$ cat src/rtl/delta_csr_bank_if.sv
// Host-side memory-mapped bus into the DeltaAcc CSR bank.
// The host (master) issues strobes; the bank (slave) returns registered read data.
interface delta_csr_bank_if #(
    parameter int DATA_W = 32,
    parameter int ADDR_W = 4
);
    logic              ChipSelect;
    logic              Read;
    logic              Write;
    logic [ADDR_W-1:0] Address;
    logic [DATA_W-1:0] WriteData;
    logic [DATA_W-1:0] ReadData;
    logic              ReadDataValid;

    modport master (
        output ChipSelect, Read, Write, Address, WriteData,
        input  ReadData, ReadDataValid
    );

    modport slave (
        input  ChipSelect, Read, Write, Address, WriteData,
        output ReadData, ReadDataValid
    );
endinterface

$ cat src/rtl/delta_csr_bank.sv
// Control/status register bank for the DeltaAcc core: shadow config staged by the host,
// copied to the active set on START, plus start/ack/done handshake, sticky status and irq.
module delta_csr_bank #(
    parameter int DATA_W  = 32,
    parameter int NUM_CFG = 9,
    parameter int ADDR_W  = 4
) (
    input  logic                      i_clock,
    input  logic                      i_reset,
    delta_csr_bank_if.slave           bus,
    output logic                      o_irq,
    output logic                      o_start,
    input  logic                      i_ack,
    input  logic                      i_done,
    output logic                      o_busy,
    output logic [NUM_CFG*DATA_W-1:0] o_cfg_active
);

    localparam logic [ADDR_W-1:0] CTRL_ADDR   = '0;
    localparam logic [ADDR_W-1:0] STATUS_ADDR = ADDR_W'(1);
    localparam int                SHADOW_BASE = 2;

    typedef enum logic [1:0] {
        S_IDLE = 2'd0,
        S_REQ  = 2'd1,
        S_RUN  = 2'd2
    } state_t;

    state_t            r_state;
    state_t            w_state_next;

    logic [DATA_W-1:0] r_shadow [NUM_CFG];
    logic [DATA_W-1:0] r_active [NUM_CFG];
    logic              r_irq_en;
    logic              r_done_sticky;
    logic              r_err;
    logic [DATA_W-1:0] r_rdata;
    logic              r_rvalid;

    logic              w_wr;
    logic              w_rd;
    logic              w_ctrl_we;
    logic              w_status_we;
    logic              w_unmapped;
    logic              w_start_cmd;
    logic              w_start_accept;
    logic              w_start_reject;
    logic              w_done_set;
    logic              w_err_set;
    logic              w_done_clr;
    logic              w_err_clr;
    logic [DATA_W-1:0] w_rd_mux;
    logic [NUM_CFG-1:0] w_shadow_we;

    // ------------------------------------------------------------------
    // Bus decode
    // ------------------------------------------------------------------
    assign w_wr        = bus.ChipSelect & bus.Write;
    assign w_rd        = bus.ChipSelect & bus.Read;
    assign w_ctrl_we   = w_wr & (bus.Address == CTRL_ADDR);
    assign w_status_we = w_wr & (bus.Address == STATUS_ADDR);
    assign w_unmapped  = ({1'b0, bus.Address} > (ADDR_W+1)'(NUM_CFG + 1));
    assign w_start_cmd = w_ctrl_we & bus.WriteData[0];

    assign w_done_clr  = w_status_we & bus.WriteData[1];
    assign w_err_clr   = w_status_we & bus.WriteData[2];
    assign w_err_set   = w_start_reject | (w_wr & w_unmapped);

    // ------------------------------------------------------------------
    // Layer FSM: state register
    // ------------------------------------------------------------------
    always_ff @(posedge i_clock) begin
        if (i_reset) begin
            r_state <= S_IDLE;
        end else begin
            r_state <= w_state_next;
        end
    end

    // ------------------------------------------------------------------
    // Layer FSM: next state and handshake events
    // ------------------------------------------------------------------
    always_comb begin
        w_state_next   = r_state;
        w_start_accept = 1'b0;
        w_start_reject = 1'b0;
        w_done_set     = 1'b0;
        case (r_state)
            S_IDLE: begin
                if (w_start_cmd) begin
                    w_start_accept = 1'b1;
                    w_state_next   = S_REQ;
                end
            end
            S_REQ: begin
                w_start_reject = w_start_cmd;
                // A core that finishes in the very cycle it accepts skips RUN.
                if (i_ack) begin
                    if (i_done) begin
                        w_done_set   = 1'b1;
                        w_state_next = S_IDLE;
                    end else begin
                        w_state_next = S_RUN;
                    end
                end
            end
            S_RUN: begin
                w_start_reject = w_start_cmd;
                if (i_done) begin
                    w_done_set   = 1'b1;
                    w_state_next = S_IDLE;
                end
            end
            default: begin
                w_state_next = S_IDLE;
            end
        endcase
    end

    // ------------------------------------------------------------------
    // Control and sticky status bits (set beats W1C clear)
    // ------------------------------------------------------------------
    always_ff @(posedge i_clock) begin
        if (i_reset) begin
            r_irq_en      <= 1'b0;
            r_done_sticky <= 1'b0;
            r_err         <= 1'b0;
        end else begin
            if (w_ctrl_we) begin
                r_irq_en <= bus.WriteData[1];
            end

            if (w_done_set) begin
                r_done_sticky <= 1'b1;
            end else if (w_start_accept || w_done_clr) begin
                r_done_sticky <= 1'b0;
            end

            if (w_err_set) begin
                r_err <= 1'b1;
            end else if (w_err_clr) begin
                r_err <= 1'b0;
            end
        end
    end

    // ------------------------------------------------------------------
    // Shadow and active configuration sets
    // ------------------------------------------------------------------
    generate
        for (genvar gi = 0; gi < NUM_CFG; gi++) begin : g_cfg
            assign w_shadow_we[gi] = w_wr & (bus.Address == ADDR_W'(SHADOW_BASE + gi));

            // The copy samples r_shadow before this edge's update, so a
            // same-cycle shadow write lands only in the next layer.
            always_ff @(posedge i_clock) begin
                if (i_reset) begin
                    r_shadow[gi] <= '0;
                    r_active[gi] <= '0;
                end else begin
                    if (w_shadow_we[gi]) begin
                        r_shadow[gi] <= bus.WriteData;
                    end
                    if (w_start_accept) begin
                        r_active[gi] <= r_shadow[gi];
                    end
                end
            end

            assign o_cfg_active[gi*DATA_W +: DATA_W] = r_active[gi];
        end
    endgenerate

    // ------------------------------------------------------------------
    // Read path: pre-write register values, one cycle of latency
    // ------------------------------------------------------------------
    always_comb begin
        w_rd_mux = '0;
        if (bus.Address == CTRL_ADDR) begin
            w_rd_mux[1] = r_irq_en;
        end else if (bus.Address == STATUS_ADDR) begin
            w_rd_mux[0] = (r_state != S_IDLE);
            w_rd_mux[1] = r_done_sticky;
            w_rd_mux[2] = r_err;
        end else begin
            for (int k = 0; k < NUM_CFG; k++) begin
                if (bus.Address == ADDR_W'(SHADOW_BASE + k)) begin
                    w_rd_mux = r_shadow[k];
                end
            end
        end
    end

    always_ff @(posedge i_clock) begin
        if (i_reset) begin
            r_rdata  <= '0;
            r_rvalid <= 1'b0;
        end else begin
            r_rvalid <= w_rd;
            if (w_rd) begin
                r_rdata <= w_rd_mux;
            end
        end
    end

    // ------------------------------------------------------------------
    // Outputs
    // ------------------------------------------------------------------
    assign bus.ReadData      = r_rdata;
    assign bus.ReadDataValid = r_rvalid;
    assign o_start           = (r_state == S_REQ);
    assign o_busy            = (r_state != S_IDLE);
    assign o_irq             = r_done_sticky & r_irq_en;

endmodule

$ cat src/flat_wrapper.sv
// flat-port wrapper written by rule: the top's interface ports become plain ports
module delta_csr_bank_flat 
#(
    parameter int DATA_W  = 32,
    parameter int NUM_CFG = 9,
    parameter int ADDR_W  = 4
)
  (i_clock, i_reset, o_irq, o_start, i_ack, i_done, o_busy, o_cfg_active, bus_ChipSelect, bus_Read, bus_Write, bus_Address, bus_WriteData, bus_ReadData, bus_ReadDataValid);
  delta_csr_bank_if #(.DATA_W(DATA_W), .ADDR_W(ADDR_W)) bus_i ();
  input  logic i_clock;
  input  logic i_reset;
  output logic o_irq;
  output logic o_start;
  input  logic i_ack;
  input  logic i_done;
  output logic o_busy;
  output logic [NUM_CFG*DATA_W-1:0] o_cfg_active;
  input wire logic [$bits(bus_i.ChipSelect)-1:0] bus_ChipSelect;
  input wire logic [$bits(bus_i.Read)-1:0] bus_Read;
  input wire logic [$bits(bus_i.Write)-1:0] bus_Write;
  input wire logic [$bits(bus_i.Address)-1:0] bus_Address;
  input wire logic [$bits(bus_i.WriteData)-1:0] bus_WriteData;
  output wire logic [$bits(bus_i.ReadData)-1:0] bus_ReadData;
  output wire logic [$bits(bus_i.ReadDataValid)-1:0] bus_ReadDataValid;
  assign bus_i.ChipSelect = bus_ChipSelect;
  assign bus_i.Read = bus_Read;
  assign bus_i.Write = bus_Write;
  assign bus_i.Address = bus_Address;
  assign bus_i.WriteData = bus_WriteData;
  assign bus_ReadData = bus_i.ReadData;
  assign bus_ReadDataValid = bus_i.ReadDataValid;
  delta_csr_bank #(.DATA_W(DATA_W), .NUM_CFG(NUM_CFG), .ADDR_W(ADDR_W)) u_core (.i_clock(i_clock), .i_reset(i_reset), .bus(bus_i), .o_irq(o_irq), .o_start(o_start), .i_ack(i_ack), .i_done(i_done), .o_busy(o_busy), .o_cfg_active(o_cfg_active));
endmodule
$ cat config.mk
export PLATFORM = sky130hd
export DESIGN_NAME = delta_csr_bank_flat
export DESIGN_NICKNAME = d
export VERILOG_FILES = /design/src/rtl/delta_csr_bank_if.sv /design/src/rtl/delta_csr_bank.sv /design/src/flat_wrapper.sv
export SDC_FILE = /design/constraint.sdc
export NUM_CORES = 1
export LEC_CHECK = 0
export CELL_PAD_IN_SITES_DETAIL_PLACEMENT = 1
export CELL_PAD_IN_SITES_GLOBAL_PLACEMENT = 1
export CORE_ASPECT_RATIO = 0.75
export CORE_UTILIZATION = 45
export DETAILED_ROUTE_END_ITERATION = 10
export PLACE_DENSITY_LB_ADDON = 0.05
export REMOVE_ABC_BUFFERS = 1
export SLEW_MARGIN = 5
export SYNTH_ARGS = -nofsm -noshare
export SYNTH_HDL_FRONTEND = slang
export SYNTH_SLANG_ARGS = --single-unit
$ cat constraint.sdc
create_clock -name i_clock -period 10.9 [get_ports i_clock]
set_input_delay 2.18 -clock i_clock [delete_from_list [all_inputs] [get_ports i_clock]]
set_output_delay 2.18 -clock i_clock [all_outputs]
set_load 0.02 [all_outputs]
After elaboration in Yosys (flattened, before gate mapping)
Memory sizes are Yosys's and may differ from the RTL's.
Index checks and enable logic that the tools add are counted.
{"block": "classes", "magnitude_cmp": 1, "eq_ne": 15, "n_mux": 79, "bitwise_logic": 37, "n_reduce_logical": 8}
{"operator": "32-bit 2-to-1 mux", "count": 27}
{"operator": "1-bit 2-to-1 mux", "count": 43}
{"operator": "30-bit 2-to-1 mux", "count": 1}
{"operator": "29-bit 2-to-1 mux", "count": 1}
{"operator": "1-bit OR", "count": 19}
{"operator": "1-bit bitwise AND", "count": 18}
{"operator": "4-bit by 3-bit equality test with 1-bit output (second input constant)", "count": 4}
{"operator": "4-bit equality test (second input constant)", "count": 3}
{"operator": "4-bit by 2-bit equality test with 1-bit output (second input constant)", "count": 2}
{"operator": "2-bit 2-to-1 mux", "count": 4}
{"operator": "2-bit one-hot mux with 3 select lines", "count": 1}
{"operator": "2-bit nonzero test", "count": 3}
{"operator": "4-bit by 1-bit equality test with 1-bit output (second input constant)", "count": 1}
{"operator": "4-bit > comparator (second input constant)", "count": 1}
{"operator": "4-bit logical NOT", "count": 1}
{"operator": "2-bit by 1-bit != test with 1-bit output (second input constant)", "count": 2}
{"operator": "3-bit 2-to-1 mux", "count": 1}
{"operator": "3-bit AND reduction", "count": 1}
{"operator": "2-bit by 1-bit equality test with 1-bit output (second input constant)", "count": 1}
{"operator": "2-bit equality test (second input constant)", "count": 1}
{"operator": "2-bit logical NOT", "count": 1}
{"operator": "2-bit != test (second input constant)", "count": 1}
{"operator": "1-bit one-hot mux with 2 select lines", "count": 1}
{"operator": "2-bit OR reduction", "count": 1}
{"operator": "1-bit logical OR", "count": 1}
{"block": "totals", "ff_bits": 38, "ramBits": 576, "out_inout_bits": 324, "word_cells": 148, "memories": 2}
{"name": "u_core.r_active", "words": 9, "width": 32, "read_ports": 9, "rd_ports_with_merged_regs": 0, "wr": 9, "line": "delta_csr_bank.sv:33", "text": "logic [DATA_W-1:0] r_active [NUM_CFG];"}
{"name": "u_core.r_shadow", "words": 9, "width": 32, "read_ports": 9, "rd_ports_with_merged_regs": 0, "wr": 9, "line": "delta_csr_bank.sv:32", "text": "logic [DATA_W-1:0] r_shadow [NUM_CFG];"}

Longest topological paths before layout
Gate-level depths: netlist (run 1).
{"block": "depth", "depth_word": 12, "mapped_depth": 8}

Worst setup path after synthesis (run 1)
No wires, ideal clock.
{"block": "synth_path", "kind": "input to register", "start": "input bus_Address[1]", "end": "register u_core.r_done_sticky", "setup_ns": 0.438, "arrival_ns": 9.593, "setup_slack_ns": 0.869, "stages": 5, "cell_sequence": "buf_6 > nor4_4 > nand4_4 > nand2_1 > o32ai_1"}
{"block": "synth_between", "elab_chain_cells": 7, "word_cells_on_any_way": 10, "cone_classes": "eq/ne: 1; mux: 2; bitwise: 4; reduce/logical: 3"}
{"element": "from (decl)", "line": "flat_wrapper.sv:21", "text": "input wire logic [$bits(bus_i.Address)-1:0] bus_Address;"}
{"element": "4-bit logical NOT", "line": "delta_csr_bank.sv:60", "text": "assign w_ctrl_we = w_wr & (bus.Address == CTRL_ADDR);"}
{"element": "1-bit bitwise AND", "line": "delta_csr_bank.sv:60"}
{"element": "1-bit bitwise AND", "line": "delta_csr_bank.sv:63", "text": "assign w_start_cmd = w_ctrl_we & bus.WriteData[0];"}
{"element": "1-bit 2-to-1 mux", "line": "delta_csr_bank.sv:90", "text": "if (w_start_cmd) begin"}
{"element": "1-bit 2-to-1 mux", "line": "delta_csr_bank.sv:88", "text": "case (r_state)"}
{"element": "1-bit logical OR *", "line": "delta_csr_bank.sv:135", "text": "end else if (w_start_accept || w_done_clr) begin"}
{"element": "2-bit nonzero test (no source line) *"}
{"element": "to (signal assigned)", "line": "delta_csr_bank.sv:126", "text": "r_done_sticky <= 1'b0;"}
{"element": "to (signal assigned)", "line": "delta_csr_bank.sv:134", "text": "r_done_sticky <= 1'b1;"}
{"element": "to (signal assigned)", "line": "delta_csr_bank.sv:136", "text": "r_done_sticky <= 1'b0;"}
{"element": "to (decl)", "line": "delta_csr_bank.sv:35", "text": "logic r_done_sticky;"}
Mark *: on every way between the ends. The rest lies on a longest branch, timed or not.
A chain may end at the register's enable or synchronous reset.

==> results.sh, run 1 <==
export IMPL_grt_max_degree=186
export IMPL_seq_power_share_pct=52.7
export IMPL_met1_usage_pct=39.3
export IMPL_synth_top_area_share_pct=67.2
export IMPL_drv_slew=0
export IMPL_drcViolationCount=0
export IMPL_yosys_top_cells_area="edfxtp_1 (67%), and2_1 (14%), dfxtp_1 (3.0%)"
export IMPL_p_sw_uw=1210
export IMPL_slowest_stage="nand4bb_4"
export IMPL_post_cts_buffers=0
export IMPL_port_buffers=366
export IMPL_p_comb_share_pct=7.6
export IMPL_vdd_drop_max_uv=142
export IMPL_internal_power_uw=4000
export IMPL_holdCritPathClass="flop to flop"
export IMPL_drtIter0Drc=1540
export IMPL_fp_coreArea_um2=56200
export IMPL_cp_end_kind="flop"
export IMPL_period_share_pct=50.3
export IMPL_ys_ff_latch=614
export IMPL_cts_sinks=614
export IMPL_gr_total_overflow=0
export IMPL_nFillCells=5346
export IMPL_clockRootBuffer="clkbuf_16"
export IMPL_grt_use_total_pct=28.2
export IMPL_synth_ff_type="edfxtp_1"
export IMPL_clk_pin_slew_ns=0.06
export IMPL_die_area_um2=58200
export IMPL_numCtsBuffers=60
export IMPL_grt_busiest_layer="met2"
export IMPL_vias=16800
export IMPL_ys_seq_area_share_pct=70.2
export IMPL_final_common_cell="edfxtp_1"
export IMPL_multi_input_area_um2=7180
export IMPL_grt_pass1_vias=17300
export IMPL_cpMostUsedCell="buf_4"
export IMPL_netSwitchingFraction_pct=23.3
export IMPL_place_area_um2=30100
export IMPL_finalSetupTns_ns=0
export IMPL_worstReg2RegStart="u_core.r_state[0]"
export IMPL_syn_instance_count=1809
export IMPL_drive_above_1_share_pct=8.61
export IMPL_rrSetupSlack_ns=7.84
export IMPL_crit_path_start_kind="input port"
export IMPL_status="complete, no violations"
export IMPL_antenna_found_initial=2
export IMPL_grt_pass1_wl_mm=119
export IMPL_seqCellArea_um2=18100
export IMPL_power_uw=5220
export IMPL_hold_buffers=0
export IMPL_design_portCount=367
export IMPL_yosys_area_top_type="edfxtp_1"
export IMPL_crit_path_max_fanout=72
export IMPL_drv_cap=0
export IMPL_layout_min_cycle_time_ns=5.48
export IMPL_reg2reg_to="u_core.r_active[2][19]"
export IMPL_required_ns=11.18
export IMPL_clock_path_buffers=3
export IMPL_cp_num_buf_inv=3
export IMPL_die_h_um=209
export IMPL_fmax_mhz=182
export IMPL_yosys_warnings=0
export IMPL_relSlewSlack_pct=13.4
export IMPL_dp_hpwl_mm=51.9
export IMPL_rows=75
export IMPL_critical_path_max_stage_delay_ns=1.08
export IMPL_met2_usage_pct=44.9
export IMPL_ys_types=61
export IMPL_clock_latency_ns=0.62
export IMPL_syn_to_final_growth_pct=24.4
export IMPL_mostFrequentLayoutCells="edfxtp_1 (576), and2_1 (574), clkdlybuf4s50_1 (361)"
export IMPL_final_util_pct=56.9
export IMPL_finalSetupViolCount=0
export IMPL_fin_area_um2=32000
export IMPL_antennaDiodeCount=0
export IMPL_worstHoldEndpoint="u_core.r_done_sticky"
export IMPL_die_w_um=278
export IMPL_num_nets_final=2180
export IMPL_drt_antenna_violating_nets=0
export IMPL_clkPwrFrac_pct=39.7
export IMPL_gr_usage_met3_pct=5.71
export IMPL_syn_avg_cell_area_um2=14.2
export IMPL_rsz0062_at_grt="no"
export IMPL_hold_viol_final=0
export IMPL_start_util_pct=45.8
export IMPL_whs_path_depth=2
export IMPL_critPathKind="input port to flop"
export IMPL_synth_async_reset_ratio_pct=0
export IMPL_p_leak_uw=0.0113
export IMPL_worstMarginPinSlew_ns=1.29
export IMPL_syn_area_um2=25700
export IMPL_cts_tree="done"
export IMPL_dr_pass1_iters=5
export IMPL_rr_worst_depth=7
export IMPL_crit_family="buffers and inverters"
export IMPL_skew_ns=0.0158
export IMPL_wl_per_cell_um=28.5
export IMPL_vias_per_cell=5.77
export IMPL_arrival_ns=5.76
export IMPL_wirelength_mm=83.0
export IMPL_gp_congestion=0.830
export IMPL_h_tree_depth=2
export IMPL_cts_repair_resized=0
export IMPL_synth_edf_count=576
export IMPL_powerDensity_nw_per_um2=163
export IMPL_min_delay_start="u_core.r_done_sticky"
export IMPL_cp_cell_sequence="buf_4 -> buf_4 -> nand4bb_4 -> o21ai_4 -> buf_4"
kinds of logic after synthesis:
family                     Yosys count  synth area share, %
AOI/OAI and AO/OA                  262                 7.77
muxes                               40                 1.69
DFF                                614                 70.2
and+or+nand+nor                    741                 17.5
adders and majority gates            3                0.146
buffers and inverters              149                 2.72
layer usage:
layer,share of wire (%),vias to the layer above
met4,2.5,4
li1,-,7266
met2,47,743
met1,43,8664
met5,0.024,-
met3,7.8,130
final cells by class:
type	instances	share of cell area, %
Clock buffer	86	5.22
Clock inverter	25	0.758
Inverter	17	0.199
Multi-Input combinational cell	1046	22.4
Sequential cell	614	56.4
Tap cell	731	2.86
Timing Repair Buffer	395	12.1
through the flow:
stage                     worst slack (ns)  cells  hold WS (ns)
after floorplan                      0.997   1677         0.447
after global placement                4.93   2803         0.471
after detailed placement              4.89   2803         0.480
after CTS                             5.54   2914         0.494
after global routing                  5.31   2914         0.529
final                                 5.42   2914         0.493
state kept, by name (all words and copies together), names as in the netlist:
name                      flops
u_core.bus.ReadData          32
u_core.bus.ReadDataValid      1
u_core.r_active             288
u_core.r_done_sticky          1
u_core.r_err                  1
u_core.r_irq_en               1
u_core.r_shadow             288
u_core.r_state                2
power groups by stage:
stage / sequential (µW) / combinational [µW] / clock, µW
after floorplan: 2840 / 114 / 0
after global placement: 2790 / 389 / 0
after detailed placement: 2800 / 395 / 0
after CTS: 2750 / 397 / 2090
after global routing: 2760 / 415 / 2170
final: 2750 / 398 / 2070
worst max path at each step:
stage,start,to,slack (ns),cells past startpoint
finish,bus_Address[0],u_core.r_shadow[8][9],5.42,5
global route,bus_Address[1],u_core.r_active[2][19],5.31,8
CTS,bus_Address[0],u_core.r_shadow[8][9],5.54,5
detailed placement,bus_Address[0],u_core.r_shadow[8][18],4.89,5
global placement,bus_Address[0],u_core.r_shadow[8][18],4.93,5
floorplan,bus_Address[1],u_core.r_done_sticky,1.0,4
synth_stat cells (13+ instances only):
cell type  number
o21ai_0        23
a22oi_1        18
a211oi_1       14
nand3_1        16
nand2_1        53
a311oi_1       17
buf_2          30
mux2_2         28
clkbuf_1       83
and2_1        574
o21a_1         16
dfxtp_1        38
a221oi_1       31
a21oi_1        48
o221ai_1       14
edfxtp_1      576
a22o_1         16
nor2_1         26
inv_1          17
nor3_1         13
tightest hold or removal path, delay by kind of cell, from the launching register on:
family          cells  cell delay, ns
simple gates        1            0.06
flops               1            0.33
compound gates      1            0.06
(Power assumes the default switching activity.)
==> run 2, diff against run 1 <==
Settings changed: CORE_UTILIZATION 45 to 41.
Clock period 10.9 ns to 4.7 ns, I/O delays scaled along.
==> run 2 against run 1 <==
Compared with the run above: sequential power increased by 130%; clock skew increased by 0.0039 ns; utilization decreased by 4.5 points; final cell count increased by 3.7%; count of clock-buffer cells in the layout increased by 13; non-clock buffer count increased by 24; clock power increased by 140%; combinational power increased by 140%; critical endpoint is now o_busy; largest cell class unchanged; highest routed layer is now met4.
==> results.sh, run 2 (synthesized netlist as in run 1, its figures left out) <==
export IMPL_status="complete, no violations"
export IMPL_critPathKind="flop to primary output"
export IMPL_design_portCount=367
export IMPL_post_cts_buffers=0
export IMPL_final_common_cell="edfxtp_1"
export IMPL_p_leak_uw=0.0115
export IMPL_vias_per_cell=5.58
export IMPL_antenna_found_initial=1
export IMPL_num_nets_final=2210
export IMPL_port_buffers=366
export IMPL_holdCritPathClass="flop to flop"
export IMPL_die_h_um=219
export IMPL_hold_buffers=0
export IMPL_drcViolationCount=0
export IMPL_power_uw=12300
export IMPL_drtIter0Drc=1702
export IMPL_clock_path_buffers=3
export IMPL_drive_above_1_share_pct=9.63
export IMPL_die_area_um2=63800
export IMPL_dp_hpwl_mm=54.5
export IMPL_cts_sinks=614
export IMPL_rows=79
export IMPL_arrival_ns=2.08
export IMPL_fp_coreArea_um2=62100
export IMPL_wirelength_mm=84.4
export IMPL_final_util_pct=52.4
export IMPL_gp_congestion=0.803
export IMPL_rsz0062_at_grt="no"
export IMPL_cts_tree="done"
export IMPL_period_share_pct=64.3
export IMPL_syn_to_final_growth_pct=26.4
export IMPL_drt_antenna_violating_nets=0
export IMPL_clk_pin_slew_ns=0.06
export IMPL_crit_path_max_fanout=4
export IMPL_numCtsBuffers=66
export IMPL_crit_path_start_kind="flop"
export IMPL_hold_viol_final=0
export IMPL_powerDensity_nw_per_um2=379
export IMPL_relSlewSlack_pct=28.6
export IMPL_cts_repair_resized=0
export IMPL_required_ns=3.76
export IMPL_start_util_pct=41.5
export IMPL_clock_latency_ns=0.60
export IMPL_finalSetupViolCount=0
export IMPL_mostFrequentLayoutCells="edfxtp_1 (576), and2_1 (574), clkdlybuf4s50_1 (361)"
export IMPL_clockRootBuffer="clkbuf_16"
export IMPL_grt_max_degree=128
export IMPL_fmax_mhz=331
export IMPL_h_tree_depth=3
export IMPL_grt_pass1_vias=17200
export IMPL_skew_ns=0.0197
export IMPL_wl_per_cell_um=27.9
export IMPL_dr_pass1_iters=5
export IMPL_nFillCells=6045
export IMPL_gr_total_overflow=0
export IMPL_grt_pass1_wl_mm=120
export IMPL_vdd_drop_max_uv=203
export IMPL_drv_cap=0
export IMPL_die_w_um=291
export IMPL_worstMarginPinSlew_ns=1.07
export IMPL_cp_end_kind="primary output"
export IMPL_drv_slew=0
export IMPL_vias=16900
export IMPL_layout_min_cycle_time_ns=3.02
export IMPL_grt_use_total_pct=26.2
run 2: changes by cell type in the layout (fill, tap and decap cells not counted), sizes merged:
cell	before	now
buf	34	58
clkbuf	86	99
bufinv	5	1
diode	0	1
clkinv	19	14
run 2: critical path, cell delays in order (launching register included):
cell and delay [ns]:
dfxtp_1 0.34, inv_1 0.08, ha_1 0.27, inv_1 0.16
clkdlybuf4s50_1 0.64
run 2: area by class of cell:
| class | instances | area, µm² | area share [%] |
|---|---|---|---|
| sequential | 614 | 18100 | 55.5 |
| multi-input combinational | 1046 | 7180 | 22.1 |
| timing repair buffer | 419 | 4190 | 12.9 |
| clock buffer | 99 | 1920 | 5.91 |
| tap | 810 | 1010 | 3.12 |
| clock inverter | 16 | 98.8 | 0.304 |
| inverter | 17 | 63.8 | 0.196 |
| antenna | 1 | 2.50 | 0.00769 |
run 2: metrics by stage:
step	cells	setup TNS, ns	instance area [µm²]	setup WS, ns	hold slack (ns)
floorplan	1677	-1286.27	25100	-3.96	0.447
global placement	2906	0	30500	1.12	0.475
detailed placement	2906	0	30500	1.10	0.477
CTS	3021	0	32500	1.66	0.484
global route	3021	0	32500	1.58	0.499
finish	3022	0	32500	1.68	0.482
run 2: final timing paths:
check | from | end | slack, ns | cells past startpoint
min | u_core.r_done_sticky | u_core.r_done_sticky | 0.48 | 2
min reg2reg | u_core.r_done_sticky | u_core.r_done_sticky | 0.48 | 2
max | u_core.r_state[0] | o_busy | 1.68 | 4
max reg2reg | u_core.r_state[0] | u_core.r_active[5][26] | 2.52 | 6
run 2: power by group:
| part | internal [µW] | leakage, µW | total, µW | switching, µW |
|---|---|---|---|---|
| sequential | 6220 | 0.00601 | 6370 | 148 |
| clock | 2870 | 0.000987 | 5000 | 2120 |
| combinational | 352 | 0.00450 | 951 | 599 |
| total | 9450 | 0.0115 | 12300 | 2870 |
run 2: routing by layer:
metal  part of all wire, %  track usage, %  vias up
li1                      -               -     7318
met1                    44            36.8     8717
met2                    47            42.1      708
met3                   6.7            4.15      112
met4                   2.1            7.05        0
met5                     0               0        -
==> run 3, diff against run 2 <==
Settings changed: CORE_UTILIZATION 41 to 45.
Clock period 4.7 ns to 3.17 ns, I/O delays scaled along.
==> run 3 against run 2 <==
Compared with the run above: sequential cell count unchanged; largest cell class unchanged; critical endpoint unchanged; register-to-register slack got worse by 1.6 ns; utilization up 5.6 points; combinational power up 52%; clock skew is 0.0062 ns higher; final cell count is 1.8% lower; final area increased by 0.17%; power grew 47%.
==> results.sh, run 3 (synthesized netlist as in run 1, its figures left out) <==
export IMPL_gp_congestion=0.841
export IMPL_cp_num_buf_inv=3
export IMPL_rsz0062_at_grt="no"
export IMPL_rows=75
export IMPL_crit_path_start_kind="flop"
export IMPL_gr_total_overflow=0
export IMPL_worstMarginPinSlew_ns=1.37
export IMPL_multi_input_area_um2=7180
export IMPL_seq_power_share_pct=52.2
export IMPL_gr_usage_met3_pct=5.53
export IMPL_syn_to_final_growth_pct=26.6
export IMPL_required_ns=2.54
export IMPL_hold_viol_final=0
export IMPL_p_leak_uw=0.0116
export IMPL_holdCritPathClass="flop to flop"
export IMPL_design_portCount=367
export IMPL_crit_path_max_fanout=4
export IMPL_finalSetupViolCount=0
export IMPL_finalSetupTns_ns=0
export IMPL_clock_path_buffers=3
export IMPL_vias_per_cell=5.83
export IMPL_drtIter0Drc=1722
export IMPL_clock_latency_ns=0.63
export IMPL_p_comb_share_pct=8.0
export IMPL_cp_cell_sequence="inv_1 -> ha_1 -> inv_1 -> clkdlybuf4s50_1"
export IMPL_layout_min_cycle_time_ns=2.84
export IMPL_relSlewSlack_pct=8.22
export IMPL_critical_path_max_stage_delay_ns=0.64
export IMPL_cp_end_kind="primary output"
export IMPL_final_common_cell="edfxtp_1"
export IMPL_fmax_mhz=352
export IMPL_vdd_drop_max_uv=524
export IMPL_netSwitchingFraction_pct=23.7
export IMPL_numCtsBuffers=60
export IMPL_die_area_um2=58200
export IMPL_clockRootBuffer="clkbuf_16"
export IMPL_grt_busiest_layer="met2"
export IMPL_layout_cells_non_filler=2968
export IMPL_drv_slew=0
export IMPL_arrival_ns=2.21
export IMPL_clkPwrFrac_pct=39.8
export IMPL_post_cts_buffers=0
export IMPL_dp_hpwl_mm=54.8
export IMPL_period_share_pct=89.6
export IMPL_h_tree_depth=2
export IMPL_hold_buffers=0
export IMPL_fin_area_um2=32600
export IMPL_skew_ns=0.0259
export IMPL_met1_usage_pct=40.1
export IMPL_p_sw_uw=4290
export IMPL_drv_cap=0
export IMPL_vias=17300
export IMPL_place_area_um2=30600
export IMPL_die_w_um=278
export IMPL_cts_tree="done"
export IMPL_nFillCells=5356
export IMPL_start_util_pct=45.8
export IMPL_num_nets_final=2229
export IMPL_grt_pass1_wl_mm=122
export IMPL_grt_use_total_pct=29.0
export IMPL_wl_per_cell_um=28.7
export IMPL_crit_family="buffers and inverters"
export IMPL_status="complete, no violations"
export IMPL_dr_pass1_iters=6
export IMPL_critPathKind="flop to primary output"
export IMPL_grt_pass1_vias=17900
export IMPL_slowest_stage="clkdlybuf4s50_1"
export IMPL_clk_pin_slew_ns=0.06
export IMPL_grt_max_degree=178
export IMPL_antenna_found_initial=7
export IMPL_port_buffers=366
export IMPL_drcViolationCount=0
export IMPL_cts_sinks=614
export IMPL_final_util_pct=58.0
export IMPL_fp_coreArea_um2=56200
export IMPL_drive_above_1_share_pct=11.2
export IMPL_met2_usage_pct=45.9
export IMPL_cpMostUsedCell="inv_1"
export IMPL_cts_repair_resized=0
export IMPL_internal_power_uw=13800
export IMPL_placed_cells=2852
export IMPL_wirelength_mm=85.3
export IMPL_powerDensity_nw_per_um2=555
export IMPL_holdWs_ns=0.486
export IMPL_die_h_um=209
export IMPL_drt_antenna_violating_nets=0
export IMPL_seqCellArea_um2=18100
export IMPL_mostFrequentLayoutCells="edfxtp_1 (576), and2_1 (574), clkdlybuf4s50_1 (361)"
[run 3: changes by cell type in the layout (fill, tap and decap cells not counted), sizes merged, moves of 3 or more]
cell,previous run,this run
bufinv,1,4
clkinvlp,0,3
clkinv,14,30
buf,58,83
clkbuf,99,77
[run 3: worst reg2reg max path: stages, from the launching register on]
cell and delay [ns]:
dfxtp_1 0.32, inv_1 0.10, ha_1 0.33, nand4_4 0.25, nor2_4 0.21, buf_12 0.38
and2_1 0.54
[run 3: worst paths after layout]
check | from | to | slack, ns | depth (start not counted)
max | u_core.r_state[0] | o_busy | 0.33 | 4
max reg2reg | u_core.r_state[0] | u_core.r_active[5][6] | 0.89 | 6
min | u_core.r_done_sticky | u_core.r_done_sticky | 0.49 | 2
min reg2reg | u_core.r_done_sticky | u_core.r_done_sticky | 0.49 | 2
[run 3: layout make-up]
type | instances | share of cell area, %
inverters | 17 | 0.196
well taps | 731 | 2.81
repair buffers | 444 | 13.5
diodes | 2 | 0.0154
clock buffers | 77 | 5.12
flip-flops and latches | 614 | 55.4
multi-input cells | 1046 | 22.0
clock inverters | 37 | 0.898
[run 3: per-layer routing]
| layer | vias up | share of wire, % |
|---|---|---|
| li1 | 7354 | - |
| met1 | 8906 | 41 |
| met2 | 875 | 47 |
| met3 | 166 | 8.9 |
| met4 | 4 | 3.1 |
| met5 | - | 0.029 |
[run 3: metrics by stage]
stage	setup WS, ns	total power [µW]
detailed placement	-0.00177	11000
global route	0.301	18500
floorplan	-5.19	10200
finish	0.328	18100
CTS	0.341	18200
global placement	0.0261	11000
[run 3: power by group through the flow]
stage          registers, µW  clock network (µW)  logic [µW]
6_report                9440                7200        1450
3_5_place_dp            9610                   0        1430
3_3_place_gp            9600                   0        1410
4_1_cts                 9440                7270        1440
5_1_grt                 9470                7530        1500
2_1_floorplan           9760                   0         392
